--- src/rtl/kgp_pkg.sv ---
// kgp_pkg: shared datapath widths and ALU operation codes for the KGP-RISC execute stage
package kgp_pkg;
  localparam int DATA_W = 32;
  localparam int ADDR_W = 5;
  typedef enum logic [3:0] {
    M_ADD, M_SUB, M_COMP, M_AND, M_OR, M_XOR, M_NOT, M_NOR,
    M_SHLL, M_SHRA, M_SHRL, M_SLT, M_SLTU, M_PASS1, M_PASS2, M_RSVD
  } alu_mode_e;
endpackage

--- src/rtl/alu_register_bank_if.sv ---
// alu_register_bank_if: control, address, data and flag bundle of the execute-stage slice
interface alu_register_bank_if;
  import kgp_pkg::*;
  logic [ADDR_W-1:0] sr1, sr2, dr;
  logic write, sel, en;
  logic [DATA_W-1:0] wrData;
  alu_mode_e mode;
  logic [DATA_W-1:0] rData1, rData2, alu_out, wb_data;
  logic zero, carry;
  modport master (
    output sr1, sr2, dr, write, wrData, sel, en, mode,
    input rData1, rData2, alu_out, wb_data, zero, carry
  );
  modport slave (
    input sr1, sr2, dr, write, wrData, sel, en, mode,
    output rData1, rData2, alu_out, wb_data, zero, carry
  );
endinterface

--- src/rtl/alu.sv ---
// alu: combinational 16-op ALU with zero and carry/borrow flags
module alu import kgp_pkg::*; (
  input  logic              en,
  input  alu_mode_e         mode,
  input  logic [DATA_W-1:0] op1,
  input  logic [DATA_W-1:0] op2,
  output logic [DATA_W-1:0] result,
  output logic              zero,
  output logic              carry
);
  logic [DATA_W:0] sum, diff;
  logic [4:0] shamt;
  assign sum   = {1'b0, op1} + {1'b0, op2};
  assign diff  = {1'b0, op1} - {1'b0, op2};
  assign shamt = op2[4:0];
  always_comb begin
    result = '0;
    carry  = 1'b0;
    if (en)
      case (mode)
        M_ADD:   {carry, result} = sum;
        M_SUB:   {carry, result} = diff;
        M_COMP:  result = '0 - op2;
        M_AND:   result = op1 & op2;
        M_OR:    result = op1 | op2;
        M_XOR:   result = op1 ^ op2;
        M_NOT:   result = ~op1;
        M_NOR:   result = ~(op1 | op2);
        M_SHLL:  result = op1 << shamt;
        M_SHRA:  result = DATA_W'($signed(op1) >>> shamt);
        M_SHRL:  result = op1 >> shamt;
        M_SLT:   result = {{(DATA_W-1){1'b0}}, $signed(op1) < $signed(op2)};
        M_SLTU:  result = {{(DATA_W-1){1'b0}}, op1 < op2};
        M_PASS1: result = op1;
        M_PASS2: result = op2;
        default: result = '0;
      endcase
  end
  assign zero = result == '0;
endmodule

--- src/rtl/mux.sv ---
// mux: 2:1 write-back select between ALU result and external data
module mux import kgp_pkg::*; (
  input  logic              sel,
  input  logic [DATA_W-1:0] d0,
  input  logic [DATA_W-1:0] d1,
  output logic [DATA_W-1:0] y
);
  assign y = sel ? d1 : d0;
endmodule

--- src/rtl/register_bank.sv ---
// register_bank: 32x32 storage, two asynchronous read ports, one synchronous write port, r0 tied to 0
module register_bank import kgp_pkg::*; (
  input  logic              clk,
  input  logic              reset,
  input  logic              write,
  input  logic [ADDR_W-1:0] sr1,
  input  logic [ADDR_W-1:0] sr2,
  input  logic [ADDR_W-1:0] dr,
  input  logic [DATA_W-1:0] wdata,
  output logic [DATA_W-1:0] rdata1,
  output logic [DATA_W-1:0] rdata2
);
  logic [DATA_W-1:0] regs [2**ADDR_W];
  always_ff @(posedge clk)
    if (reset)
      for (int i = 0; i < 2**ADDR_W; i++) regs[i] <= '0;
    else if (write && dr != '0)
      regs[dr] <= wdata;
  // no write-to-read bypass: a same-cycle write becomes visible after the edge
  assign rdata1 = sr1 == '0 ? '0 : regs[sr1];
  assign rdata2 = sr2 == '0 ? '0 : regs[sr2];
endmodule

--- src/rtl/alu_register_bank.sv ---
// alu_register_bank: execute-stage slice, register reads feed the ALU, write-back mux feeds the bank
module alu_register_bank import kgp_pkg::*; (
  input logic clk,
  input logic reset,
  alu_register_bank_if.slave bus
);
  register_bank u_bank (
    .clk    (clk),
    .reset  (reset),
    .write  (bus.write),
    .sr1    (bus.sr1),
    .sr2    (bus.sr2),
    .dr     (bus.dr),
    .wdata  (bus.wb_data),
    .rdata1 (bus.rData1),
    .rdata2 (bus.rData2)
  );
  alu u_alu (
    .en     (bus.en),
    .mode   (bus.mode),
    .op1    (bus.rData1),
    .op2    (bus.rData2),
    .result (bus.alu_out),
    .zero   (bus.zero),
    .carry  (bus.carry)
  );
  mux u_mux (
    .sel (bus.sel),
    .d0  (bus.alu_out),
    .d1  (bus.wrData),
    .y   (bus.wb_data)
  );
endmodule

--- src/flat_wrapper.sv ---
// flat-port wrapper written by rule: the top's interface ports become plain ports
module alu_register_bank_flat import kgp_pkg::*;
  (clk, reset, bus_sr1, bus_sr2, bus_dr, bus_write, bus_wrData, bus_sel, bus_en, bus_mode, bus_rData1, bus_rData2, bus_alu_out, bus_wb_data, bus_zero, bus_carry);
  alu_register_bank_if bus_i ();
  input logic clk;
  input logic reset;
  input wire logic [$bits(bus_i.sr1)-1:0] bus_sr1;
  input wire logic [$bits(bus_i.sr2)-1:0] bus_sr2;
  input wire logic [$bits(bus_i.dr)-1:0] bus_dr;
  input wire logic [$bits(bus_i.write)-1:0] bus_write;
  input wire logic [$bits(bus_i.wrData)-1:0] bus_wrData;
  input wire logic [$bits(bus_i.sel)-1:0] bus_sel;
  input wire logic [$bits(bus_i.en)-1:0] bus_en;
  input wire logic [$bits(bus_i.mode)-1:0] bus_mode;
  output wire logic [$bits(bus_i.rData1)-1:0] bus_rData1;
  output wire logic [$bits(bus_i.rData2)-1:0] bus_rData2;
  output wire logic [$bits(bus_i.alu_out)-1:0] bus_alu_out;
  output wire logic [$bits(bus_i.wb_data)-1:0] bus_wb_data;
  output wire logic [$bits(bus_i.zero)-1:0] bus_zero;
  output wire logic [$bits(bus_i.carry)-1:0] bus_carry;
  assign bus_i.sr1 = bus_sr1;
  assign bus_i.sr2 = bus_sr2;
  assign bus_i.dr = bus_dr;
  assign bus_i.write = bus_write;
  assign bus_i.wrData = bus_wrData;
  assign bus_i.sel = bus_sel;
  assign bus_i.en = bus_en;
  assign bus_i.mode = bus_mode;
  assign bus_rData1 = bus_i.rData1;
  assign bus_rData2 = bus_i.rData2;
  assign bus_alu_out = bus_i.alu_out;
  assign bus_wb_data = bus_i.wb_data;
  assign bus_zero = bus_i.zero;
  assign bus_carry = bus_i.carry;
  alu_register_bank u_core (.clk(clk), .reset(reset), .bus(bus_i));
endmodule
--- config.mk ---
export PLATFORM = sky130hd
export DESIGN_NAME = alu_register_bank_flat
export DESIGN_NICKNAME = d
export VERILOG_FILES = /design/src/rtl/kgp_pkg.sv /design/src/rtl/alu_register_bank_if.sv /design/src/rtl/alu.sv /design/src/rtl/mux.sv /design/src/rtl/register_bank.sv /design/src/rtl/alu_register_bank.sv /design/src/flat_wrapper.sv
export SDC_FILE = /design/constraint.sdc
export NUM_CORES = 2
export LEC_CHECK = 0
export ABC_AREA = 0
export ABC_CLOCK_PERIOD_IN_PS = 13900
export CAP_MARGIN = 40
export CELL_PAD_IN_SITES_DETAIL_PLACEMENT = 1
export CELL_PAD_IN_SITES_GLOBAL_PLACEMENT = 2
export CORE_ASPECT_RATIO = 1.5
export CORE_MARGIN = 5
export CORE_UTILIZATION = 45
export DETAILED_ROUTE_END_ITERATION = 8
export PLACE_DENSITY_LB_ADDON = 0.1
export SLEW_MARGIN = 15
export SYNTH_ARGS = -nofsm -noshare
export SYNTH_HDL_FRONTEND = slang
export SYNTH_HIERARCHICAL = 1
export SYNTH_SLANG_ARGS = --single-unit
--- constraint.sdc ---
create_clock -name clk -period 13.9 [get_ports clk]
set_input_delay 3.475 -clock clk [delete_from_list [all_inputs] [get_ports clk]]
set_output_delay 3.475 -clock clk [all_outputs]
set_load 0.03 [all_outputs]
# Yosys cells after proc, flatten, opt, wreduce, memory -nomap -nowiden
# Memory sizes are Yosys's and may differ from the RTL's.
# Index checks and enable logic that the tools add are counted.
# op_classes
add_sub_neg,3
magnitude_cmp,2
eq_ne,14
shift,3
mux,15
bitwise,5
n_reduce_logical,7
# ops
operator,count
$pmux 32 s15,1
$mux 32,5
$lt 32x32->1,2
$not 32->32,2
$add 32x32->33,1
$sub 32x32->33,1
$and 32x32->32,1
$logic_not 32->1,1
$or 32x32->32,1
$reduce_or 32->1,1
$shl 32x5->32,1
$shr 32x5->32,1
$sshr 32x5->32,1
$sub 1x32->32 const A,1
$xor 32x32->32,1
$eq 4x4->1 const B,7
$eq 4x3->1 const B,4
$logic_not 5->1,2
$eq 4x2->1 const B,2
$mux 1,7
$mux 5,1
$reduce_bool 5->1,1
$eq 4x1->1 const B,1
$logic_not 4->1,1
other kinds (2),2
# totals
ff_bits,0
mem_bits_rw,1024
input_bits,56
output_inout_bits,130
wordCells,50
n_memories,1
# memory_table
memory,words,word_bits,rd,rd_clocked_by_memory_dff,wr,line,text
u_core.u_bank.regs,32,32,2,0,32,register_bank.sv:13,logic [DATA_W-1:0] regs [2**ADDR_W];

# Longest topological paths before layout
# logic_depth
ltp_word,8
ltp_mapped,28
ltp_nobuf,18

# Hierarchy
# The synthesis kept the hierarchy.
# by_module_without_submodules
mod,n_inst,cells_each,area_per_inst_um2,seq_area_each_um2
register_bank,1,3502,54253.3,30749.5
alu,1,1835,12889.9,0.0
mux,1,36,544.3,0.0

# Worst setup path before layout
# Ideal clock, no wire load.
# synth_path
path_kind,input to output
startpoint,input port bus_sr2[1]
endpoint,output port bus_zero
arrival_time_ps,10315
t_required_ps,10425
path_slack_ps,110
path_stages,24
n_path_buf,8
cell_sequence,buf_2 > or3b_2 > clkbuf_1 > clkbuf_1 > o22ai_1 > a2111oi_1 > nor3_1 > buf_4 > buf_2 > inv_1 > clkbuf_1 > buf_2 > ha_1 > buf_2 > o21bai_1 > o211ai_1 > a21oi_1 > o311a_1 > or4_1 > a311oi_1 > mux2i_1 > o21ai_0 > or4_1 > nor4_2
# synth_via
word_cells_on_any_way,18
cone_classes,add/sub (3); order compare (2); shift (3); mux (3); bitwise (4); reduce/logical (2); memory (1)
# synth_rtl
item,line,text
start: declaration,flat_wrapper.sv:8,input wire logic [$bits(bus_i.sr2)-1:0] bus_sr2;
$mem_v2 32x32 or $logic_not 5->1 (tied branches),-,
$mux 32 *,register_bank.sv:21,assign rdata2 = sr2 == '0 ? '0 : regs[sr2];
named net bus_rData2[2],flat_wrapper.sv:16,output wire logic [$bits(bus_i.rData2)-1:0] bus_rData2;
"$sub 1x32->32, or another cell as far along",alu.sv:23,M_COMP: result = '0 - op2;
$pmux 32 s15 *,alu.sv:20,case (mode)
$mux 32 *,alu.sv:19,if (en)
named net bus_alu_out[26],flat_wrapper.sv:17,output wire logic [$bits(bus_i.alu_out)-1:0] bus_alu_out;
$logic_not 32->1 *,alu.sv:39,assign zero = result == '0;
end: declaration,flat_wrapper.sv:19,output wire logic [$bits(bus_i.zero)-1:0] bus_zero;
# The timed path passes the listed nets; every way through them passes the cells marked *.

# Worst setup path after layout
# layout_path
startpoint,input port bus_sr2[1]
endpoint,output port bus_zero
# layout_via
elab_chain_len,7
word_cells_on_any_way,18
cone_classes,add/sub (3); order compare (2); shift (3); mux (3); bitwise (4); reduce/logical (2); memory (1)
# layout_lines
item,line
$mem_v2 32x32 or $logic_not 5->1 (tied branches),-
$mux 32 *,register_bank.sv:21
"parallel branches: the longest is 2 deep, another holds $sub 1x32->32",-
$pmux 32 s15 *,alu.sv:20
$mux 32 *,alu.sv:19
$logic_not 32->1 *,alu.sv:39
# Every way passes the cells marked *.

==> out/metrics.cfg <==
[outcome]
status=finished with violations
violations=negative setup slack

[pwr]
p_leak_nw=28.8
peakVddDrop_mv=0.120
power_density_mw_per_mm2=118

[worst_setup_path]
crit_arrival_ps=10430
critPathKind=input pin to output port
worstPathCellList=buf_4 -> buf_4 -> or3b_2 -> o22ai_1 -> a2111oi_2 -> nor3_2 -> buf_12 -> buf_6 -> mux4_2 -> mux2i_2 -> o221a_2 -> a221o_1 -> o2111ai_1 -> a211o_1 -> a211o_1 -> nor4_4 -> buf_4 -> nand4_1 -> buf_4 -> nor4_2 -> buf_4 -> buf_12
slowest_delay_ps=790
critPathMaxFanout=60
start_kind=input pin
worstSetupEndpointType=output port
cpMaxStageDelayCell=or3b_2
cp_num_buf_inv=8
cp.required_ps=10430
cp_common_cell=buf_4
startpoint=bus_sr2[1]
critPathTopFamily=simple AND/OR/NAND/NOR gates
r2r_start=u_core/u_bank/regs[29][0]

[logic_synthesis]
yosys_register_bits=1024
yosys.area_share.simple_pct=15.2
synth_top_family_by_area=multiplexers
ys_async_sr_fraction_pct=0
synth_xor_area_share_pct=0.543
synth.distinct_cells=102
synth_compound_area_share_pct=9.44
synth_fa_ha_area_share_pct=2.18
synth_top_area_cell=edfxtp_1
synthTopCellsByCount=edfxtp_1 (1024), and2_1 (1006), mux4_2 (533), clkbuf_1 (381), mux2i_1 (218)
synth_area_leaders=edfxtp_1 (45%), mux4_2 (18%), and2_1 (9.3%)
synth-main-ff-cell=edfxtp_1
yosysMostFrequentCell=edfxtp_1
netlist_area_mm2=0.0677
synth_mux_area_share_pct=22.6
ys_warn_count=6
ys_seq_area_share_pct=45.4
synth_edf_count=1024
yosysTopAreaCellShare_pct=45.4
synth_area_per_cell_um2=12.6
syn_inst=5373

[die]
die_h_um=485
die_w_um=327
dieArea_mm2=0.158
io_pins=186
rows=174
core_mm2=0.150
start_util_pct=45.2

[timing]
maxSlewHeadroom_pct=30.9
fmax_ghz=0.0719
min_period_over_period_pct=100
finalSetupViolations=1
tns_ps=-2.52
worst_clock_skew_ps=35.0
drv_slew=0
tightest_slew_ps=1030
setup_ws_ps=-2.52
min_period_ps=13900
hold_violations=0

[finish]
regMostFlops=u_core/u_bank/regs
multi_input_area_mm2=0.0347
largest_reg_flops=1024
design_area_mm2=0.0781
fin_nets=5831
seq_area_mm2=0.0307
top_regs=u_core/u_bank/regs x1024
syn_to_final_growth_pct=15.3
drive_gt1_share_pct=27.7
num-fill-cells=15000

[cts]
clk_pin_slew_ps=60
root_buffer=clkbuf_16
clock_path_buffers=3
cts_tree=yes
clkLatencyLatePin_ps=720
cts.sinks=1024
htreeDepth=3
numCtsBuffers=93
cts.hold.buffers_added=0

[grt]
grt_max_degree=61
antenna_found_initial=22
grt_use_total_pct=39.8
grt_pass1_wl_um=443000
overflow=0
grt_pass1_vias=55700

[routing]
drt_iter0_markers=5433
drt.antenna.violating_nets=0
dr.pass1.iters=5
vias=53500
drc=0
wl_um=320000
vias_per_cell=6.97
drt-wirelength-per-cell_um=41.7

[placement]
port_buffers=185
place_area_mm2=0.0746
gp_congestion=1.04
hpwl_um=231000

[job]
max-cap-violations=0

[worst_hold_path]
hold_start=u_core/u_bank/regs[2][15]
hold_path_class=flop to flop

[worst paths after layout]
| kind | end | slack [ps] | depth (start not counted) |
|---|---|---|---|
| worst max-delay path | bus_zero | -3 | 22 |
| worst min-delay path | u_core/u_bank/regs[31][15] | 2640 | 12 |
| worst max register to register | u_core/u_bank/regs[24][30] | 7180 | 22 |
| worst min register to register | u_core/u_bank/regs[31][15] | 2640 | 12 |
[layout by cell type (no fill, tap or decap), types with 23 or more instances in the layout]
cell                n
and2_1           1005
a31oi_1            32
a211oi_1           34
nor2_4             26
o211ai_1           32
edfxtp_1         1024
mux2_2             54
clkbuf_16          94
a22o_1             57
conb_1             32
xnor2_1            39
buf_4             527
clkinv_2           23
nor3_2             49
nor4_1             25
nor2b_1            37
o21ai_0            91
buf_12             63
mux2_4             30
mux4_2            533
a22oi_1            47
a21oi_1           142
inv_1             103
a221oi_1           27
or2_2              43
nand4_1            25
o22ai_1           132
nor2_1            138
mux2i_1           216
a2111oi_1          37
ha_1              114
nand3_1            56
clkdlybuf4s50_1   113
nand2b_1           27
nand2_1           153
nor3_1             70
[per-stage QoR]
stage | util (%) | instances | hold slack (ps) | worst slack, ps | total power [mW]
CTS | 52.0 | 7657 | 2630 | 30.6 | 9.11
global placement | 49.7 | 7468 | 2560 | -1370 | 6.42
global route | 52.1 | 7667 | 2720 | -9.22 | 9.42
floorplan | - | 5404 | 2320 | 110 | 5.09
detailed placement | 49.8 | 7485 | 2550 | -714 | 6.45
finish | 52.1 | 7680 | 2640 | -2.52 | 9.18
[tightest hold or removal path: cells and delay by family (launching register included)]
family	cells	cell delay, ps
DFF	1	340
and+or+nand+nor	3	670
xor gates and xnor gates	1	150
buffers and inverters	2	380
muxes	2	430
AOI/OAI and AO/OA	4	510
[routing by layer]
| layer | up-vias | track usage (%) | share of wire (%) |
|---|---|---|---|
| li1 | 21300 | - | - |
| met1 | 28100 | 44.3 | 34 |
| met2 | 3094 | 67.8 | 50 |
| met3 | 1021 | 7.58 | 7.2 |
| met4 | 8 | 29.7 | 9.1 |
| met5 | - | 0 | 0.019 |
[repair_timing]
item,CTS,global route
endpoints found under the setup margin,1,1
pin swaps,3,4
gates resized for setup,28,20
buffers inserted,5,0
[cell families (layout without fill, tap and decap cells)]
group / after synthesis / count (layout)
and+or+nand+nor: 1778 / 1778
DFF: 1024 / 1024
AOI/OAI and AO/OA: 890 / 890
muxes: 838 / 838
buffers and inverters: 683 / 1009
adders and majority gates: 117 / 117
xor gates and xnor gates: 42 / 42
other: 1 / 46
[power breakdown]
part / internal [mW] / switching [mW] / leakage (nW) / total, mW
combinational: 1.05 / 1.90 / 16.7 / 2.94
sequential: 3.51 / 0.0630 / 10.6 / 3.57
clock: 1.48 / 1.18 / 1.50 / 2.66
total: 6.03 / 3.14 / 28.8 / 9.18
[cell type report]
class / count / share of cell area (%)
multi-input combinational: 3697 / 44.5
sequential: 1024 / 39.4
inverter: 107 / 0.519
clock buffer: 105 / 3.07
antenna: 14 / 0.0449
tap: 1936 / 3.10
clock inverter: 62 / 0.825
timing repair buffer: 735 / 8.55
Power figures use the tool's default switching activity.
